===== src/rtl/instruction_memory_banked_pkg.sv =====
// ---------------------------------------------------------------------------
// instruction_memory_banked_pkg
// Shared definitions for the banked instruction memory:
//   - load/run FSM state encoding and its width
//   - output source selector for the fetched-instruction register
//   - INSTRUCTION_HALT encoding that terminates a program load
//   - clear_word(): all-zero word of a given width, used to blank vectors
// Optional feature macro used by the files importing this package:
//   INSTRUCTION_MEMORY_READBACK_EN
// ---------------------------------------------------------------------------
package instruction_memory_banked_pkg;

   localparam int STATE_WIDTH = 3;

   typedef enum logic [STATE_WIDTH-1:0] {
      ST_IDLE  = 3'd0,
      ST_LOAD  = 3'd1,
      ST_READY = 3'd2,
      ST_RUN   = 3'd3,
      ST_ERROR = 3'd4
   } state_e;

   // Source of o_instruction: nothing fetched yet, the bank read register,
   // or the HALT encoding substituted for an out-of-range PC.
   typedef enum logic [1:0] {
      OUT_ZERO = 2'd0,
      OUT_MEM  = 2'd1,
      OUT_HALT = 2'd2
   } out_sel_e;

   localparam logic [31:0] INSTRUCTION_HALT = 32'hFFFF_FFFF;

   // Returns a zero word; n is kept for call-site readability only.
   function automatic logic [31:0] clear_word(input int unsigned n);
      clear_word = (n == 0) ? 32'd0 : 32'd0;
   endfunction

endpackage


===== src/rtl/instruction_memory_banked_bank.sv =====
// ---------------------------------------------------------------------------
// instruction_memory_banked_bank
// DEPTH x REG_SIZE instruction array with one synchronous write port and one
// registered read port (read register updates only when rd_en_i is high, so
// the caller can freeze it). With INSTRUCTION_MEMORY_READBACK_EN a second,
// always-enabled registered read port is added for the debug unit.
// Ports:
//   clk_i                 clock
//   wr_en_i/addr/data     write port
//   rd_en_i/addr, rd_data_o   main registered read port
//   rst_n_i, dbg_addr_i, dbg_data_o   debug read port (macro only)
// ---------------------------------------------------------------------------
module instruction_memory_banked_bank #(
   parameter int REG_SIZE = 32,
   parameter int DEPTH    = 64,
   parameter int ADDR_W   = $clog2(DEPTH)
) (
   input  logic                clk_i,
   input  logic                wr_en_i,
   input  logic [ADDR_W-1:0]   wr_addr_i,
   input  logic [REG_SIZE-1:0] wr_data_i,
   input  logic                rd_en_i,
   input  logic [ADDR_W-1:0]   rd_addr_i,
   output logic [REG_SIZE-1:0] rd_data_o
`ifdef INSTRUCTION_MEMORY_READBACK_EN
   ,
   input  logic                rst_n_i,
   input  logic [ADDR_W-1:0]   dbg_addr_i,
   output logic [REG_SIZE-1:0] dbg_data_o
`endif
);

   logic [REG_SIZE-1:0] mem_q [DEPTH];
   logic [REG_SIZE-1:0] rd_data_q;

   // No reset on the array or its read register so they map onto block RAM;
   // the top masks rd_data_o until a real fetch has happened.
   always_ff @(posedge clk_i) begin
      if (wr_en_i) begin
         mem_q[wr_addr_i] <= wr_data_i;
      end
      if (rd_en_i) begin
         rd_data_q <= mem_q[rd_addr_i];
      end
   end

   assign rd_data_o = rd_data_q;

`ifdef INSTRUCTION_MEMORY_READBACK_EN
   logic [REG_SIZE-1:0] dbg_data_q;

   always_ff @(posedge clk_i or negedge rst_n_i) begin
      if (!rst_n_i) begin
         dbg_data_q <= '0;
      end else begin
         dbg_data_q <= mem_q[dbg_addr_i];
      end
   end

   assign dbg_data_o = dbg_data_q;
`endif

endmodule


===== src/rtl/instruction_memory_banked.sv =====
// ---------------------------------------------------------------------------
// instruction_memory_banked
// Instruction store for the IF stage. A program is streamed in one word per
// cycle over a valid/ready port until the HALT encoding arrives; afterwards
// one registered instruction per cycle is served, indexed by a byte PC.
// Ports:
//   i_clk, i_reset (async, active-low), i_clear (sync program discard)
//   i_write_valid / o_write_ready / i_instruction   load port
//   i_start, i_stall, i_pc                          execution control / fetch
//   o_instruction                                   registered fetch result
//   o_loaded, o_error, o_count                      status
//   i_rd_addr / o_rd_data                           debug readback (macro)
// Optional feature: INSTRUCTION_MEMORY_READBACK_EN adds the debug read port.
// ---------------------------------------------------------------------------
module instruction_memory_banked
   import instruction_memory_banked_pkg::*;
#(
   parameter int REG_SIZE = 32,
   parameter int DEPTH    = 64,
   parameter int PC_WIDTH = 32
) (
   input  logic                     i_clk,
   input  logic                     i_reset,
   input  logic                     i_clear,
   input  logic                     i_write_valid,
   output logic                     o_write_ready,
   input  logic [REG_SIZE-1:0]      i_instruction,
   input  logic                     i_start,
   input  logic                     i_stall,
   input  logic [PC_WIDTH-1:0]      i_pc,
   output logic [REG_SIZE-1:0]      o_instruction,
   output logic                     o_loaded,
   output logic                     o_error,
   output logic [$clog2(DEPTH):0]   o_count
`ifdef INSTRUCTION_MEMORY_READBACK_EN
   ,
   input  logic [$clog2(DEPTH)-1:0] i_rd_addr,
   output logic [REG_SIZE-1:0]      o_rd_data
`endif
);

   localparam int ADDR_W     = $clog2(DEPTH);
   localparam int CNT_W      = ADDR_W + 1;
   localparam int BYTE_SHIFT = $clog2(REG_SIZE / 8);
   localparam logic [REG_SIZE-1:0] HALT_WORD = REG_SIZE'(INSTRUCTION_HALT);

   state_e              state_q,   state_d;
   out_sel_e            out_sel_q, out_sel_d;
   logic [ADDR_W-1:0]   wr_ptr_q,  wr_ptr_d;
   logic [CNT_W-1:0]    count_q,   count_d;

   logic                wr_fire;
   logic                is_halt;
   logic [PC_WIDTH-1:0] word_idx;
   logic                in_range;
   logic                rd_en;
   logic [ADDR_W-1:0]   rd_addr;
   logic [REG_SIZE-1:0] rd_data;

   // ---------------- state registers ----------------
   always_ff @(posedge i_clk or negedge i_reset) begin
      if (!i_reset) begin
         state_q   <= ST_IDLE;
         out_sel_q <= OUT_ZERO;
         wr_ptr_q  <= '0;
         count_q   <= '0;
      end else begin
         state_q   <= state_d;
         out_sel_q <= out_sel_d;
         wr_ptr_q  <= wr_ptr_d;
         count_q   <= count_d;
      end
   end

   // ---------------- next-state / control ----------------
   always_comb begin
      state_d   = state_q;
      out_sel_d = out_sel_q;
      wr_ptr_d  = wr_ptr_q;
      count_d   = count_q;
      rd_en     = 1'b0;
      rd_addr   = '0;

      // Clear wins over a same-cycle write, so it also blocks the store.
      wr_fire  = i_write_valid && o_write_ready && !i_clear;
      is_halt  = (i_instruction == HALT_WORD);
      // Whole PC feeds the shift; the dropped low bits are the byte offset.
      word_idx = i_pc >> BYTE_SHIFT;
      in_range = (word_idx < PC_WIDTH'(count_q));

      if (wr_fire) begin
         wr_ptr_d = wr_ptr_q + ADDR_W'(1);
         count_d  = count_q + CNT_W'(1);
      end

      case (state_q)
         ST_IDLE: begin
            if (wr_fire) begin
               state_d = is_halt ? ST_READY : ST_LOAD;
            end
         end
         ST_LOAD: begin
            if (wr_fire) begin
               if (is_halt) begin
                  state_d = ST_READY;
               end else if (wr_ptr_q == ADDR_W'(DEPTH - 1)) begin
                  // Array full without a terminator.
                  state_d = ST_ERROR;
               end
            end
         end
         ST_READY: begin
            // Keep slot 0 presented so the first instruction is ready at start.
            rd_en     = 1'b1;
            rd_addr   = '0;
            out_sel_d = OUT_MEM;
            if (i_start) begin
               state_d = ST_RUN;
            end
         end
         ST_RUN: begin
            if (!i_stall) begin
               if (in_range) begin
                  rd_en     = 1'b1;
                  rd_addr   = word_idx[ADDR_W-1:0];
                  out_sel_d = OUT_MEM;
               end else begin
                  out_sel_d = OUT_HALT;
               end
            end
         end
         ST_ERROR: begin
            state_d = ST_ERROR;
         end
         default: begin
            state_d = ST_IDLE;
         end
      endcase

      if (i_clear) begin
         state_d  = ST_IDLE;
         wr_ptr_d = '0;
         count_d  = '0;
      end
   end

   // ---------------- storage ----------------
   instruction_memory_banked_bank #(
      .REG_SIZE (REG_SIZE),
      .DEPTH    (DEPTH),
      .ADDR_W   (ADDR_W)
   ) u_bank (
      .clk_i      (i_clk),
      .wr_en_i    (wr_fire),
      .wr_addr_i  (wr_ptr_q),
      .wr_data_i  (i_instruction),
      .rd_en_i    (rd_en),
      .rd_addr_i  (rd_addr),
      .rd_data_o  (rd_data)
`ifdef INSTRUCTION_MEMORY_READBACK_EN
      ,
      .rst_n_i    (i_reset),
      .dbg_addr_i (i_rd_addr),
      .dbg_data_o (o_rd_data)
`endif
   );

   // ---------------- outputs ----------------
   always_comb begin
      case (out_sel_q)
         OUT_MEM:  o_instruction = rd_data;
         OUT_HALT: o_instruction = HALT_WORD;
         default:  o_instruction = REG_SIZE'(clear_word(REG_SIZE));
      endcase
   end

   assign o_write_ready = (state_q == ST_IDLE) || (state_q == ST_LOAD);
   assign o_loaded      = (state_q == ST_READY) || (state_q == ST_RUN);
   assign o_error       = (state_q == ST_ERROR);
   assign o_count       = count_q;

endmodule


===== config.mk =====
export PLATFORM = sky130hd
export DESIGN_NAME = instruction_memory_banked
export DESIGN_NICKNAME = d
export VERILOG_FILES = /design/src/rtl/instruction_memory_banked_pkg.sv /design/src/rtl/instruction_memory_banked_bank.sv /design/src/rtl/instruction_memory_banked.sv
export SDC_FILE = /design/constraint.sdc
export NUM_CORES = 2
export LEC_CHECK = 0
export ABC_AREA = 1
export CAP_MARGIN = 20
export CORE_ASPECT_RATIO = 1.4
export CORE_MARGIN = 2
export CORE_UTILIZATION = 30
export DETAILED_ROUTE_END_ITERATION = 6
export GPL_TIMING_DRIVEN = 0
export PLACE_DENSITY = 0.42
export SYNTH_ARGS = -nofsm -noshare
export SYNTH_HDL_FRONTEND = slang
export SYNTH_SLANG_ARGS = --single-unit
export TNS_END_PERCENT = 5

===== constraint.sdc =====
create_clock -name i_clk -period 4.5 [get_ports i_clk]
set_input_delay 0.45 -clock i_clk [delete_from_list [all_inputs] [get_ports i_clk]]
set_output_delay 0.45 -clock i_clk [all_outputs]
set_load 0.02 [all_outputs]

==> impl_metrics.csv <==
group,metric,value,unit
clocking,clockRootBuffer,"clkbuf_16",
critical_path,critPathMaxStageDelay,0.82,ns
die,pin_count,112,
critical_path,worstPathRequired,5.08,ns
synthesis,synth_top_family_by_area,"simple AND/OR/NAND/NOR gates",
layout,drive_gt1_frac,0.1014,
timing,rsz0062_at_grt,"yes",
detailed_routing,via_per_inst,5.028,
synthesis,yosysTopAreaCell,"edfxtp_1",
clocking,htreeDepth,4,
synthesis,synthAdderAreaFrac,0.001373,
clocking,clock_latency,0.93,ns
layout,final_cell_area,107400,um2
timing,drv_slew,0,
placement,port_buffers,107,
die,initial_utilization,0.3012,
timing,finalSetupViolations,14,
synthesis,synth_simple_gate_area_share,0.2256,
worst_hold_path,hp-class,"in -> reg",
die,die_h,656.2,um
layout,syn_to_final_growth,17.84,%
critical_path,reg2reg_depth,18,
global_routing,grt_use_total,0.2319,
synthesis,synth.distinct_cells,31,
detailed_routing,drc,0,
status,status,"complete, but fails checks",
timing,finalHoldViolCount,0,
critical_path,path_class,"in -> reg",
timing,fin_crit,4.680,ns
synthesis,synth-seq-area-share,0.6902,
global_routing,antenna_found_initial,47,
placement,hpwl,267200,um
critical_path,path_depth,18,
detailed_routing,wl_per_cell,28.92,um
timing,finClkSkew,0.05322,ns
synthesis,synth_top_area_frac,0.6853,
die,coreArea,302600,um2
synthesis,synthTopCellsByArea,"edfxtp_1 69%, nand3_1 10%, nand3b_1 5.3%, inv_1 4.0%, nand2_1 3.9%",
pwr,leakagePower,39.77,nW
synthesis,syn_area_per_cell,11.36,um2
critical_path,cp_max_fo,10,
global_routing,gr-total-overflow,0,
placement,finalWeightedCongestion,0.9610,
timing,worstMarginPinSlew,1.234,ns
critical_path,critPathTopFamily,"buffers and inverters",
critical_path,cp_cell_sequence,"clkdlybuf4s50_1 > ha_1 > nand2_1 > nor2_1 > nand2_1 > nand2_1 > nand2_2 > nand2_2 > nor2_4 > buf_4 > nand2_4 > buf_6 > buf_1 > nand3_1 > nand3_1 > nand3_1 > nand3_1 > nand2_1",
global_routing,grt_pass1_wl,499800,um
pwr,p_per_area,390.5,nW/um2
clocking,cts_inserted_buffers,225,
timing,tns,-0.7949,ns
synthesis,netlist_instances,8020,
die,rows,239,
detailed_routing,drtIter0Drc,6460,
clocking,cts.sinks,2098,
critical_path,crit_buf_inv,4,
global_routing,grt_pass1_vias,62794,
synthesis,synth_compound_area_frac,0.01646,
critical_path,worst_path_max_delay_cell,"buf_1",
layout,final_cell_mix,"2,080 x edfxtp_1, 1,884 x nand3_1, 966 x inv_1",
job,maxCapViolations,0,
pwr,power,0.04194,W
synthesis,synth-xor-area-share,0.0001922,
synthesis,muxShareOfSynthArea,0,
detailed_routing,drtAntennaViolNets,0,
synthesis,synth-seq-cells,2098,
synthesis,yosysWarnings,0,
placement,placed_area,100100,um2
clocking,cts_tree,"yes",
status,violations,"negative setup slack",
global_routing,grt_max_degree,66,
critical_path,cp.arrival,5.26,ns
clocking,clk_path_buf_depth,4,
critical_path,endpoint_kind,"flop",
layout,final_common_cell,"edfxtp_1",
detailed_routing,dr_total_vias,63688,
timing,timing.final.ws_setup,-0.1798,ns
timing,timing.fmax,0.2137,GHz
synthesis,synth_area,91140,um2
timing,timing.final.crit_share,1.040,
pwr,ir_worst_vdd,327.7,uV
synthesis,synthesis.nets,8100,
die,die_area,308300,um2
clocking,clk_pin_slew,0.06,ns
detailed_routing,routed_wl,366300,um
layout,fin_nets,8582,
die,die_x,469.8,um
worst_hold_path,min_path_cells,1,
detailed_routing,drt_pre_antenna_iters,6,
timing,relSlewSlack,0.1708,
critical_path,worstSetupStartpointType,"primary input",
-- routing by layer --
layer / global-route usage / up-vias / share of wire
met5: 0 / - / 0.00012
met3: 0.03792 / 631 / 0.061
met1: 0.2709 / 31911 / 0.38
li1: - / 28935 / -
met2: 0.4019 / 2205 / 0.49
met4: 0.1337 / 6 / 0.064
-- cells by family (layout without fill, tap and decap cells) --
kind of cell	Yosys count	in the layout
AOI/OAI and AO/OA	250	250
xor gates and xnor gates	2	2
adders and majority gates	10	10
buffers and inverters	1529	2185
DFF	2098	2098
other	0	15
and+or+nand+nor	4131	4131
-- final timing paths --
path,start,slack (ns),to
worst max-delay path,i_pc[4],-0.18,u_bank.rd_data_o[2]
worst min-delay path,i_instruction[25],0.05,u_bank.mem_q[30][25]
worst max register to register,o_count[5],-0.14,u_bank.rd_data_o[2]
worst min register to register,o_count[6],0.58,o_count[6]
max in group asynchronous,i_reset,3.61,out_sel_q[0]
min in group asynchronous,i_reset,0.38,o_count[2]
-- stage by stage --
stage / worst slack, ns / utilization / hold WS, ns / instances
global route: -0.1571 / 0.3548 / 0.01389 / 12653
floorplan: -0.6723 / - / 0.1544 / 8020
finish: -0.1798 / 0.3549 / 0.05071 / 12667
detailed placement: -1.533 / 0.3307 / 0.5739 / 12235
CTS: -0.1515 / 0.3543 / 0.002733 / 12649
global placement: -4.014 / 0.3212 / 0.5711 / 12103
-- worst reg2reg max path: stages (launching register included) --
cell     delay (ns)
dfrtp_1        0.41
inv_1          0.10
ha_1           0.30
nand2_1        0.07
nor2_1         0.11
nand2_1        0.06
nand2_1        0.06
nand2_2        0.20
nand2_2        0.20
nor2_4         0.09
buf_4          0.16
nand2_4        0.26
buf_6          0.44
buf_1          0.83
nand3_1        0.19
nand3_1        0.13
nand3_1        0.10
nand3_1        0.32
nand2_1        0.28
-- layout make-up --
class                           instances  area (um2)
Antenna cell                           15       37.54
Buffer                                556        2510
Clock buffer                          268        5856
Clock inverter                        133        1010
Fill cell                           30093      195200
Inverter                              973        3652
Multi-Input combinational cell       4393       22820
Sequential cell                      2098       62910
Tap cell                             3976        4975
Timing Repair Buffer                  255        3635
-- synthesized netlist by cell type --
| library cell | instances |
|---|---|
| edfxtp_1 | 2080 |
| nand3_1 | 1902 |
| inv_1 | 966 |
| nand2_1 | 940 |
| nand3b_1 | 640 |
| nor2_1 | 534 |
| clkbuf_1 | 281 |
| buf_2 | 208 |
| o21ai_0 | 142 |
| or2_2 | 67 |
| o2111ai_1 | 64 |
| buf_1 | 63 |
| a21oi_1 | 39 |
| nor3_1 | 19 |
| dfrtp_1 | 18 |
| nand4_1 | 14 |
| ha_1 | 10 |
| nand2_2 | 5 |
| buf_6 | 4 |
| inv_2 | 4 |
| nor4_1 | 4 |
| clkinv_1 | 3 |
| nor2_2 | 3 |
| o22ai_1 | 3 |
| a22oi_1 | 1 |
| and3b_1 | 1 |
| nor2_4 | 1 |
| nor4b_1 | 1 |
| o31ai_1 | 1 |
| xnor2_1 | 1 |
| xor2_1 | 1 |
-- state kept, by name, indices dropped and copies added, names as in the netlist --
register and cells:
state_q 3, u_bank.rd_data_o 32, out_sel_q 2, u_bank.mem_q 2048
o_count 7, wr_ptr_q 6
-- power by group --
part	switching (W)	leakage, nW	internal, W	total, W
combinational	0.00173	17.5	0.000563	0.00230
sequential	0.0000532	18.9	0.0216	0.0216
clock	0.00799	3.36	0.0100	0.0180
-- timing repair --
action,4_1_cts,5_1_grt
endpoints found under the setup margin,37,381
hold buffers,13,0
pin swaps,0,3
gates resized for setup,49,47
setup buffers,0,3
endpoints found under the hold margin,92,0
Power figures use the tool's default switching activity.
